## config.mk

```make
export PLATFORM = sky130hd
export DESIGN_NAME = swap_sequencer
export DESIGN_NICKNAME = d
export VERILOG_FILES = /design/src/rtl/swap_sequencer.sv
export SDC_FILE = /design/constraint.sdc
export NUM_CORES = 1
export LEC_CHECK = 0
export CAP_MARGIN = 20
export CORE_UTILIZATION = 45
export DETAILED_ROUTE_END_ITERATION = 10
export GPL_ROUTABILITY_DRIVEN = 0
export PLACE_DENSITY = 0.72
export SLEW_MARGIN = 15
export SYNTH_ARGS = -nofsm -noshare
export SYNTH_HDL_FRONTEND = slang
export SYNTH_SLANG_ARGS = --single-unit
export TNS_END_PERCENT = 100
```

## constraint.sdc

```tcl
create_clock -name clk -period 3.8 [get_ports clk]
set_clock_uncertainty 0.05 [all_clocks]
set_input_delay 0.57 -clock clk [delete_from_list [all_inputs] [get_ports clk]]
set_output_delay 0.57 -clock clk [all_outputs]
set_load 0.02 [all_outputs]
```

## src/rtl/swap_sequencer.sv

```systemverilog
//==============================================================================
// Module      : swap_sequencer
// Description : Reverses the address range [lo_addr, hi_addr] in a swapper's
//               register file by issuing paced (lo,hi), (lo+1,hi-1), ... swaps.
//               Optional abort input is enabled by defining SWAP_SEQ_ABORT_EN.
// Revision    : 1.0 - initial release
//==============================================================================
`default_nettype none

module swap_sequencer #(
    parameter int ADDR_W      = 7,
    parameter int SWAP_CYCLES = 3
) (
    input  logic              clk,
    input  logic              reset,
    input  logic              start,
    input  logic [ADDR_W-1:0] lo_addr,
    input  logic [ADDR_W-1:0] hi_addr,
`ifdef SWAP_SEQ_ABORT_EN
    input  logic              abort,
`endif
    output logic              busy,
    output logic              done,
    output logic              swap,
    output logic [ADDR_W-1:0] address_A,
    output logic [ADDR_W-1:0] address_B,
    output logic [ADDR_W-1:0] swap_count
);

    localparam int                WCNT_W    = (SWAP_CYCLES > 1) ? $clog2(SWAP_CYCLES) : 1;
    localparam logic [WCNT_W-1:0] WCNT_LOAD = WCNT_W'(SWAP_CYCLES - 1);
    localparam logic [ADDR_W-1:0] COUNT_MAX = '1;

    typedef enum logic [1:0] {
        IDLE  = 2'd0,
        ISSUE = 2'd1,
        WAIT  = 2'd2,
        DONE  = 2'd3
    } state_t;

    state_t            state;
    logic [ADDR_W-1:0] a;
    logic [ADDR_W-1:0] b;
    logic [WCNT_W-1:0] wcnt;

    logic [ADDR_W-1:0] src_a;
    logic [ADDR_W-1:0] src_b;
    logic [ADDR_W-1:0] base_count;
    logic              stop_now;
    logic              enter_issue;
    logic              issue_now;

`ifdef SWAP_SEQ_ABORT_EN
    logic abort_pend;
    assign stop_now = ((state == WAIT) || (state == ISSUE)) && (abort || abort_pend);
`else
    assign stop_now = 1'b0;
`endif

    // The swap decision is taken on the edge that enters ISSUE so that swap and
    // the address pair are registered and visible during the ISSUE cycle itself.
    always_comb begin
        src_a       = (state == IDLE) ? lo_addr : a;
        src_b       = (state == IDLE) ? hi_addr : b;
        base_count  = (state == IDLE) ? '0 : swap_count;
        enter_issue = 1'b0;
        case (state)
            IDLE:    enter_issue = start;
            ISSUE:   enter_issue = (SWAP_CYCLES == 1) && swap && !stop_now;
            WAIT:    enter_issue = (wcnt == WCNT_W'(1));
            default: enter_issue = 1'b0;
        endcase
        issue_now = (src_a < src_b) && !stop_now;
    end

    always_ff @(posedge clk) begin
        if (reset) begin
            state      <= IDLE;
            a          <= '0;
            b          <= '0;
            wcnt       <= '0;
            busy       <= 1'b0;
            done       <= 1'b0;
            swap       <= 1'b0;
            address_A  <= '0;
            address_B  <= '0;
            swap_count <= '0;
`ifdef SWAP_SEQ_ABORT_EN
            abort_pend <= 1'b0;
`endif
        end else begin
            swap <= 1'b0;
            done <= 1'b0;
`ifdef SWAP_SEQ_ABORT_EN
            if (state == DONE) begin
                abort_pend <= 1'b0;
            end else if (stop_now) begin
                abort_pend <= 1'b1;
            end
`endif
            if (enter_issue) begin
                state      <= ISSUE;
                busy       <= 1'b1;
                a          <= src_a;
                b          <= src_b;
                swap_count <= base_count;
                if (issue_now) begin
                    swap       <= 1'b1;
                    address_A  <= src_a;
                    address_B  <= src_b;
                    a          <= src_a + ADDR_W'(1);
                    b          <= src_b - ADDR_W'(1);
                    swap_count <= (base_count == COUNT_MAX) ? base_count
                                                            : base_count + ADDR_W'(1);
                end
            end else begin
                case (state)
                    IDLE: state <= IDLE;
                    ISSUE: begin
                        // A pulse already on the wire in this cycle cannot be
                        // withdrawn; an abort here only stops further swaps.
                        if (swap && !stop_now) begin
                            state <= WAIT;
                            wcnt  <= WCNT_LOAD;
                        end else begin
                            state <= DONE;
                            done  <= 1'b1;
                            busy  <= 1'b0;
                        end
                    end
                    WAIT:    wcnt  <= wcnt - WCNT_W'(1);
                    DONE:    state <= IDLE;
                    default: state <= IDLE;
                endcase
            end
        end
    end

endmodule

`default_nettype wire
```

After elaboration in Yosys (flattened, before gate mapping):

Cells that the tools add are included.

* flip-flop bits (word level): 42
* input port bits: 17
* logic and storage cells: 55

* magnitude comparators: 1
* mux-type cells: 18
* equal/unequal tests: 7
* add/sub/neg operators: 4
* bitwise gates (word level): 2
* reductions and logical operators: 12

Operator list (number)
* 7-bit 2-to-1 mux: 7
* 7-bit by 1-bit adder with 7-bit output (second input constant): 2
* 2-bit case mux with 2 select lines: 2
* 7-bit == test (second input constant): 1
* 7-bit less-than comparator: 1
* 1-bit 2-to-1 mux: 7
* 7-bit by 1-bit subtractor with 7-bit output (second input constant): 1
* 2-bit nonzero test: 3
* 2-bit OR reduction: 3
* 2-bit by 1-bit == test with 1-bit output (second input constant): 2
* 2-bit == test (second input constant): 2
* 2-bit AND reduction: 2
* 3-bit AND reduction: 1
* 3-bit nonzero test: 1
* 3-bit OR reduction: 1
* 2-bit logical NOT: 1
* 2-bit 2-to-1 mux: 1
* 2-bit by 1-bit != test with 1-bit output (second input constant): 1
* 2-bit != test (second input constant): 1
* 1-bit NOT: 2
* 1-bit case mux with 2 select lines: 1
* 2-bit by 1-bit subtractor with 2-bit output (second input constant): 1

Logic depth before layout (Yosys ltp):

* depth after elaboration: 5
* depth in mapped cells: 15

Worst setup path before layout:

OpenSTA, ideal clock, no wires.

* path type: register to register
* start point: reg state[0]
* end point: reg b[3]
* data arrival time: 3.175 ns
* period minus slack after synthesis: 3.287 ns
* setup slack: 0.513 ns
* stages on the path, launching flop included: 16
* cell sequence: dfxtp_1 -> inv_1 -> ha_1 -> buf_6 -> buf_4 -> buf_4 -> mux2i_1 -> inv_1 -> ha_1 -> and4b_1 -> nor3_2 -> a21boi_2 -> nor2_1 -> buf_6 -> or4_1 -> nand3_1

* word-level cells in the longest chain between the ends: 4
* elaborated cells on any way between the ends: 8
* classes of those cells: 1 x add/sub; 1 x order compare; 1 x eq/ne; 4 x mux; 1 x reduce/logical

RTL lines
* start, declared: line 41 `state_t state;`
* start signal, assigned: line 78 `state <= IDLE;`
* start signal, assigned: line 102 `state <= ISSUE;`
* start signal, assigned: line 118 `IDLE: state <= IDLE;`
* 2-bit logical NOT: line 63 `src_a = (state == IDLE) ? lo_addr : a;`
* 7-bit 2-to-1 mux: line 63
* net src_a[6]: line 46 `logic [ADDR_W-1:0] src_a;`
* 7-bit less-than comparator: line 73 `issue_now = (src_a < src_b) && !stop_now;`
* 7-bit 2-to-1 mux: line 107 `if (issue_now) begin`
* end signal, assigned: line 105 `b <= src_b;`
* end signal, assigned: line 112 `b <= src_b - ADDR_W'(1);`
* end, declared: line 43 `logic [ADDR_W-1:0] b;`

The timed path passes the listed nets, and every way through them passes these cells.
A chain may end at the register's enable or synchronous reset.

Worst setup path after layout:

* start point: reg state[0]
* end point: reg address_B[6]

* word-level cells in the longest chain between the ends: 4
* elaborated cells on any way between the ends: 7
* classes of those cells: 1 x order compare; 1 x eq/ne; 3 x mux; 2 x reduce/logical

RTL lines
* 2-bit logical NOT: line 63
* 7-bit 2-to-1 mux: line 63
* net src_a[4]: line 46
* 7-bit less-than comparator: line 73
* 2-bit AND reduction (no source line)
* end signal, assigned: line 110 `address_B <= src_b;`
* end, declared: line 26 `output logic [ADDR_W-1:0] address_B,`

The timed path passes the listed nets, and every way through them passes these cells.

==> results.txt <==
Status -> finished, final reports clean
Design area -> 3080 sq um
Worst reg2reg startpoint -> state[0]
DRC violations left -> 0
Vias in the first global route -> 2102
Worst VDD drop -> 214 uV
Via density -> 5.77
Final Setup Violations -> 0
TritonCTS clock tree -> built
Gate Count Post-Synth -> 290
WS Path Type -> reg -> reg
IO buf count -> 40
FMAX -> 285 MHz
Layout cells sized above 1 -> 7.81%
Row count -> 26
Number of synthesized flops with an enable pin -> 0
Starting DRT DRC Count -> 156
Register-to-register setup slack -> 0.29 ns
P&R area growth vs syn -> 22.9%
Pin count of the biggest net entering global routing -> 36
Setup TNS -> 0 ns
CTS root buf -> clkbuf_8
CTS Hold Bufs -> 0
Post-Layout Cell Count -> 403
Crit-path slowest cell -> ha_1
All-layer global routing usage -> 22.6%
Hold depth -> 1
Reg2Reg Depth -> 13
Mapped Avg Cell Area -> 8.63 sq um
Via count -> 2327
Chip height -> 76.6 um
Fin crit period -> 3.51 ns
Antenna-violating nets left -> 0
Top_reg_cell synth -> dfxtp_1
Worst R2R End -> address_B[6]
CP max stage delay -> 0.34 ns
Register area share after synthesis -> 33.6%
Fin. Hold Viols -> 0
Post-CTS Setup Inserts -> 0
Worst endpoint required time -> 3.95 ns
Detailed Route WL -> 6.23 mm
Post-Syn Nets -> 319
Post-DP HPWL -> 4.41 mm
Most frequent cells in the layout -> 42 x dfxtp_1, 40 x clkdlybuf4s50_1, 29 x nor2_1
Post-detailed-route wirelength per cell -> 15.4 um
RSZ-0062 raised after global routing -> false
Clk Latency, worst-skew pair -> 0.30 ns
Power per cell area -> 521 nW/um^2
Initial core utilization -> 47.8%
Yosys warning total -> 0
Commonest non-fill, non-tap cell in the layout -> dfxtp_1
Gr ovfl total -> 0
TritonRoute pass-1 iters -> 4
Leakage power -> 0.00119 uW
Asr flop ratio synth -> 0%
Total CTS buffers -> 5
Max-Cap Viols -> 0
Slew HR -> 49.6%
Min-Delay Endpoint -> a[6]
CP arrival -> 3.66 ns
Die W -> 76.6 um
CP Cell Sequence -> inv_1 -> ha_1 -> buf_4 -> mux2i_1 -> inv_1 -> ha_1 -> a211o_1 -> nor3_2 -> a21bo_2 -> a21oi_4 -> buf_4 -> nor2_1 -> a211oi_1
Final Cycle Share -> 92.3%
Clk slew on worst S/H paths -> 0.08 ns
Yosys cell types -> 52
Global-route wire length before repair -> 10.5 mm
Mapped Area -> 2500 sq um
Hold Crit Start -> a[6]
Setup crit start kind -> flip-flop
Max H-tree Level -> 2
I/O pin count -> 41
Cells after DPL -> 395
Clock sinks -> 42
Post_cts resized -> 0
Worst-Margin Slew -> 0.753 ns
Antenna violations before repair -> 0
Max clock buf depth -> 2
Worst Hold Class -> reg -> reg
Slew Viols, Final -> 0
Number of synthesized register bits -> 42
Core ar. -> 5240 sq um
Max FO, Critical Path -> 35
CP Capture Type -> flip-flop
Diode count -> 0
Nets -> 361
Die ar. -> 5860 sq um
Placed Area -> 2970 sq um
Fill cells -> 482
==> how the worst max path moves through the flow <==
stage,from,end
final,state[0],address_B[6]
after CTS,state[0],swap_count[1]
after global placement,state[0],address_A[3]
after floorplan,state[0],b[3]
after global routing,state[0],address_B[6]
after detailed placement,lo_addr[6],swap_count[1]
==> metal layers <==
| metal | up-vias | part of all wire, % | GRT usage, % |
|---|---|---|---|
| li1 | 1160 | - | - |
| met1 | 1093 | 47 | 31.8 |
| met2 | 68 | 46 | 34.7 |
| met3 | 6 | 6.2 | 4.19 |
| met4 | 0 | 0.95 | 6.92 |
| met5 | - | 0 | 0 |
==> power by group <==
| group | switching (uW) | total, uW | internal, uW |
|---|---|---|---|
| sequential | 46.5 | 560 | 514 |
| clock | 163 | 360 | 197 |
| combinational | 396 | 683 | 287 |
==> cell usage after synthesis (3+ instances only) <==
cell type  instances  area, sq um
a211oi_1          15          113
or3_1              3         18.8
inv_1              9         33.8
mux2i_1           16          160
nor2_1            29          109
nand2b_1          12         75.1
nand3_1           13         65.1
clkbuf_1           7         26.3
a32o_1             4         40.0
nand2_1           25         93.8
ha_1              12          150
a21oi_1           10         50.1
mux2_2             3         33.8
o21ai_0            8         40.0
xnor2_1            4         35.0
nand4_1            7         43.8
nor3_1             8         40.0
a2111o_1           4         45.0
nand3b_1           9         67.6
buf_6              4         45.0
nor2b_1            5         31.3
a31oi_1            3         18.8
dfxtp_1           42          841
==> final cells by class <==
cell class	instances	area [sq um]	share of cell area (%)
well taps	70	87.6	2.85
clock buffers	7	76.3	2.48
flip-flops and latches	42	841	27.3
multi-input cells	224	1530	49.8
clock inverters	1	30.0	0.976
inverters	9	33.8	1.10
repair buffers	50	475	15.5
==> worst max-delay path: cells and delay by family (launching register included) <==
| kind | cells | cell delay, ns |
|---|---|---|
| adder cells (fa/ha/maj) | 2 | 0.66 |
| flip-flops | 1 | 0.33 |
| buffers and inverters | 4 | 0.82 |
| AO/OA/AOI/OAI | 4 | 0.98 |
| AND/OR/NAND/NOR | 2 | 0.32 |
| multiplexers | 1 | 0.24 |
==> stage by stage <==
stage	total power (uW)	utilization [%]	worst slack, ns	hold WS (ns)
floorplan	1050	-	0.513	0.388
global placement	1230	56.7	0.407	0.407
detailed placement	1240	56.7	0.335	0.410
CTS	1600	58.7	0.302	0.429
global route	1700	58.7	0.0884	0.449
finish	1600	58.7	0.294	0.424
==> flip-flops by register name, indices dropped and copies added, names as in the netlist <==
signal,flops
b,7
wcnt,2
a,7
address_A,7
done,1
address_B,7
busy,1
state,2
swap,1
swap_count,7
==> logic make-up (layout without fill, tap and decap cells) <==
logic type,count (synthesis),count (layout),synth area share (%)
AO/OA/AOI/OAI,65,65,19.6
XOR/XNOR,5,5,1.75
adder cells (fa/ha/maj),12,12,6.00
buffers and inverters,24,67,5.20
flip-flops,42,42,33.6
multiplexers,19,19,7.75
AND/OR/NAND/NOR,123,123,26.1
(Power assumes the default switching activity.)
